<file path="config.mk">
export PLATFORM = sky130hd
export DESIGN_NAME = mem_port_arbiter
export DESIGN_NICKNAME = d
export VERILOG_FILES = /design/src/rtl/mem_port_arbiter_pkg.sv /design/src/rtl/mem_port_arbiter.sv
export SDC_FILE = /design/constraint.sdc
export NUM_CORES = 1
export LEC_CHECK = 0
export CAP_MARGIN = 10
export CORE_AREA = 2 2 106 108
export CTS_BUF_LIST = sky130_fd_sc_hd__clkbuf_2 sky130_fd_sc_hd__clkbuf_4 sky130_fd_sc_hd__clkbuf_8
export CTS_CLUSTER_SIZE = 12
export DETAILED_ROUTE_END_ITERATION = 16
export DIE_AREA = 0 0 108 110
export GPL_TIMING_DRIVEN = 0
export PLACE_DENSITY = 0.61
export SYNTH_ARGS = -nofsm -noshare
export SYNTH_HDL_FRONTEND = slang
export SYNTH_SLANG_ARGS = --single-unit
export TNS_END_PERCENT = 1
</file>
<file path="constraint.sdc">
create_clock -name clk -period 2.9 [get_ports clk]
set_clock_uncertainty 0.05 [all_clocks]
set_input_delay 0.435 -clock clk [delete_from_list [all_inputs] [get_ports clk]]
set_output_delay 0.435 -clock clk [all_outputs]
set_load 0.05 [all_outputs]
</file>
<file path="src/rtl/mem_port_arbiter_pkg.sv">
// Shared types for the instruction/data memory port arbiter:
// FSM state encoding and the grant-source encoding used by round-robin.
package mem_port_arbiter_pkg;

    typedef enum logic [1:0] {
        IDLE = 2'd0,
        INST = 2'd1,
        DATA = 2'd2
    } arb_state_t;

    typedef enum logic {
        GNT_INST = 1'b0,
        GNT_DATA = 1'b1
    } grant_src_t;

endpackage

</file>
<file path="src/rtl/mem_port_arbiter.sv">
// Shares one memory port between an instruction and a data requester.
// Ports: clk, reset (async, active-low); inst_* and data_* requester
// ports; mem_* shared memory port. Payload is not latched: requesters
// hold request and payload until their resp.
// Option: ARB_ROUND_ROBIN_EN grants the requester not served last on
// simultaneous requests; otherwise data always wins.
module mem_port_arbiter
    import mem_port_arbiter_pkg::*;
#(
    parameter int ADDR_W = 32,
    parameter int DATA_W = 32
) (
    input  logic                clk,
    input  logic                reset,
    input  logic                inst_read,
    input  logic [ADDR_W-1:0]   inst_addr,
    output logic                inst_resp,
    output logic [DATA_W-1:0]   inst_rdata,
    input  logic                data_read,
    input  logic                data_write,
    input  logic [DATA_W/8-1:0] data_mbe,
    input  logic [ADDR_W-1:0]   data_addr,
    input  logic [DATA_W-1:0]   data_wdata,
    output logic                data_resp,
    output logic [DATA_W-1:0]   data_rdata,
    output logic                mem_read,
    output logic                mem_write,
    output logic [DATA_W/8-1:0] mem_mbe,
    output logic [ADDR_W-1:0]   mem_addr,
    output logic [DATA_W-1:0]   mem_wdata,
    input  logic                mem_resp,
    input  logic [DATA_W-1:0]   mem_rdata
);

    arb_state_t state_q, state_d;
    logic       data_req;
    logic       both_to_data;

    assign data_req = data_read | data_write;

`ifdef ARB_ROUND_ROBIN_EN
    grant_src_t last_q, last_d;

    always_ff @(posedge clk or negedge reset) begin
        if (!reset) begin
            last_q <= GNT_INST;
        end else begin
            last_q <= last_d;
        end
    end

    // Updated only when a transaction actually completes.
    always_comb begin
        last_d = last_q;
        if (mem_resp && state_q == INST) begin
            last_d = GNT_INST;
        end else if (mem_resp && state_q == DATA) begin
            last_d = GNT_DATA;
        end
    end

    assign both_to_data = (last_q == GNT_INST);
`else
    assign both_to_data = 1'b1;
`endif

    always_ff @(posedge clk or negedge reset) begin
        if (!reset) begin
            state_q <= IDLE;
        end else begin
            state_q <= state_d;
        end
    end

    always_comb begin
        state_d = state_q;
        unique case (state_q)
            IDLE: begin
                if (data_req && inst_read) begin
                    state_d = both_to_data ? DATA : INST;
                end else if (data_req) begin
                    state_d = DATA;
                end else if (inst_read) begin
                    state_d = INST;
                end
            end
            INST, DATA: begin
                if (mem_resp) begin
                    state_d = IDLE;
                end
            end
            default: state_d = IDLE;
        endcase
    end

    // Reset forces IDLE asynchronously, so every mem_* output and both
    // resps drop to 0 immediately through this mux.
    always_comb begin
        mem_read  = 1'b0;
        mem_write = 1'b0;
        mem_mbe   = '0;
        mem_addr  = '0;
        mem_wdata = '0;
        inst_resp = 1'b0;
        data_resp = 1'b0;
        unique case (state_q)
            INST: begin
                mem_read  = 1'b1;
                mem_mbe   = '1;
                mem_addr  = inst_addr;
                inst_resp = mem_resp;
            end
            DATA: begin
                mem_read  = data_read;
                mem_write = data_write;
                mem_mbe   = data_mbe;
                mem_addr  = data_addr;
                mem_wdata = data_wdata;
                data_resp = mem_resp;
            end
            default: ;
        endcase
    end

    assign inst_rdata = mem_rdata;
    assign data_rdata = mem_rdata;

    // Read and write together is passed through but flagged.
    illegal_rw_a: assert property (
        @(posedge clk) disable iff (!reset)
        !(data_read && data_write)
    );

endmodule

</file>
==> flow_summary.toml <==
[outcome]
outcome = "finished, final reports clean"

[synthesis]
post_synthesis_register_bit_count = 2
yosys.area_share.adder_pct = 2.473
synth_compound_gate_area_share_pct = 21.93
synth.area.top_cells = "sky130_fd_sc_hd__buf_4 (34%), sky130_fd_sc_hd__and2_1 (14%), sky130_fd_sc_hd__nor2b_1 (13%)"
number_of_enable_type_register_cells_in_the_synthesized_netlist = 0
mappedNetlistArea_mm2 = 0.001518
synthSimpleGateAreaFrac_pct = 32.56
synth_fp_nets = 345
synth.top_cell.area_share_pct = 33.64
synth.cells.most_frequent = "sky130_fd_sc_hd__buf_4 (68), sky130_fd_sc_hd__and2_1 (35), sky130_fd_sc_hd__nor2b_1 (31)"
synth.mux.area_fraction_pct = 0
yosysTopAreaCell = "sky130_fd_sc_hd__buf_4"
synthesis.area_per_instance_um2 = 7.440
post_synth_xor_area_fraction_pct = 0
ys_types = 18
syn-instance-count = 204
main_combinational_cell_family_by_area_after_synthesis = "buffers and inverters"
ys_async_sr_fraction_pct = 100.0
yosys_warnings = 0
ys_seq_area_share_pct = 3.298
synth.most_common_cell = "sky130_fd_sc_hd__buf_4"
synth_top_flop_cell = "sky130_fd_sc_hd__dfrtp_1"

[sta]
fin_crit_sh_pct = 95.48
tightest_slew_ps = 526.9
setup_total_negative_slack_ps = 0
final_hold_vios = 0
period_needed_ps = 2769
worst_slew_margin_rel_pct = 64.76
max_freq_mhz = 361.1
report.final.setup_viol = 0
rsz0062_at_grt = "false"
timing_max_transition_violations_final = 0

[detailed_routing]
wirelength_um = 7682
drt_pre_antenna_iters = 4
detail-route-antenna-nets = 0
remaining_drc_errors = 0
post_drt_via_cell_ratio = 3.757
wire_per_inst_um = 13.06
drt-initial-drc-count = 91
detailroute.via_count = 2209

[clock_network]
htreeDepth = 1
cts.sink_count = 2
root_buffer = "sky130_fd_sc_hd__clkbuf_8"
cts_post_setup_buffers_inserted = 0
cts-hold-fix-buffers = 0
cts_buffer_depth = 2
worst_skew_pair.late_latency_ps = 210
tritoncts = "done"
path_clk_slew_ps = 30
cts_made_buffers = 3

[layout]
filler_cell_count = 1079
layout-drive-gt1-share_pct = 22.10
layout.cell_area.non_filler_mm2 = 0.004161
area_growth_pct = 174.2
largest_register_ffs = 2
num-nets-final = 591
insertedDiodeCount = 0
reg.largest.list = "state_q: 2 flops"
largest-register = "state_q"
utilization_pct = 38.90

[power]
p_comb_share_pct = 95.7
power.switching_fraction_pct = 61.81
report.power.total_mw = 3.748
p_leak_nw = 1.950
intPower_mw = 1.431
peakVddDrop_v = 0.0003751
p_clk_share_pct = 3.0
power.sequential.fraction_pct = 1.4
power_density_mw_per_mm2 = 900.5
power.switching_mw = 2.316

[floorplanning]
dieArea_mm2 = 0.01188
num_io_pins = 274
die_height_um = 110
die_wd_um = 108
core_region_area_mm2 = 0.01070
initial_utilization_pct = 14.19
cell_row_count = 38

[global_routing]
global_route.usage.total_pct = 11.11
grt_pass1_vias = 2145
grt.overflow.total = 0
grt_first_pass_wirelength_um = 10560
grt_start_max_net_pins = 11
antenna_found_initial = 0

[run]
timing.max_cap.violations = 0

[placement]
port_buffers = 241
final_weighted_congestion_in_routability_driven_placement = 0.7012
dpl-instance-area_mm2 = 0.004105
detailedPlacementHpwl_um = 6697

[min_path]
worstHoldPathType = "in2async"

[worst_setup_path]
path_class = "reg2out"
arrival_ps = 2280
critical_path_required_ps = 2410
critPathLaunchType = "register"
critical_path.max_fanout = 10
reg2regPathDepth = 5
critical_path.endpoint_type = "primary output"
reg2reg_slack_ps = 1660
per-layer routing:
metal  vias up  track usage, %  part of all wire [%]
li1       1098               -                     -
met1       966           12.48                    37
met2       139           20.89                    51
met3         6           3.057                    11
met4         0           2.473                   1.3
met5         -               0                     0
cell families after synthesis:
logic type / Yosys count
buf+inv: 82
fa+ha+maj: 3
compound gates: 40
flops: 2
simple gates: 77
layout by cell type (no fill, tap or decap), drive strengths merged:
cell | netlist | layout
clkdlybuf4s50 | 0 | 208
buf | 77 | 77
nor2b | 37 | 37
and2 | 35 | 35
a22oi | 32 | 32
dlygate4sd2 | 0 | 18
dlymetal6s2s | 0 | 15
a21oi | 7 | 7
clkbuf | 3 | 6
ha | 3 | 3
inv | 2 | 2
nand3b | 2 | 2
dfrtp | 2 | 2
nand2b | 1 | 1
nor2 | 1 | 1
o211ai | 1 | 1
nand2 | 1 | 1
critical path, stage by stage (launching register included):
cell and delay [ps]:
sky130_fd_sc_hd__dfrtp_1 380, sky130_fd_sc_hd__inv_1 100, sky130_fd_sc_hd__ha_1 230, sky130_fd_sc_hd__buf_6 170, sky130_fd_sc_hd__buf_6 170, sky130_fd_sc_hd__a22oi_2 70
sky130_fd_sc_hd__nor2b_1 110, sky130_fd_sc_hd__clkdlybuf4s50_1 830
repair_timing:
item,CTS,global route
gates resized for setup,18,15
hold endpoints to repair,0,0
setup endpoints to repair,18,15
power groups by stage:
stage               Combinational (mW)  Sequential [mW]  Clock [mW]
finish                            3.59           0.0518       0.111
global placement                  3.69           0.0521           0
floorplan                         2.51           0.0502           0
CTS                               3.65           0.0518       0.114
detailed placement                3.72           0.0521           0
global route                      3.80           0.0542       0.118
cell type report:
| cell class | count | area [um2] | share of cell area (%) |
|---|---|---|---|
| Buffer | 80 | 595.6 | 14.31 |
| Tap cell | 140 | 175.2 | 4.209 |
| Clock buffer | 3 | 41.29 | 0.9922 |
| Multi-Input combinational cell | 120 | 864.6 | 20.78 |
| Inverter | 2 | 7.507 | 0.1804 |
| Timing Repair Buffer | 241 | 2427 | 58.33 |
| Sequential cell | 2 | 50.05 | 1.203 |
path summary, 6_finish.rpt:
check                                            start                endpoint
worst min-delay path                             reset  state_q[0]$_DFFE_PN0P_
worst max-delay path            state_q[1]$_DFFE_PN0P_            mem_addr[23]
worst min register to register  state_q[0]$_DFFE_PN0P_  state_q[0]$_DFFE_PN0P_
max in group asynchronous                        reset  state_q[1]$_DFFE_PN0P_
worst max register to register  state_q[1]$_DFFE_PN0P_  state_q[0]$_DFFE_PN0P_
min in group clk                state_q[0]$_DFFE_PN0P_  state_q[0]$_DFFE_PN0P_
through the flow:
step                std cells  hold slack (ps)  setup slack, ps
finish                    588            337.3            131.0
global route              588            335.7           0.3484
CTS                       588            334.9            3.677
detailed placement        585            536.3            170.4
global placement          585            518.4            227.1
floorplan                 204            89.41            708.4
Power figures use the tool's default switching activity.
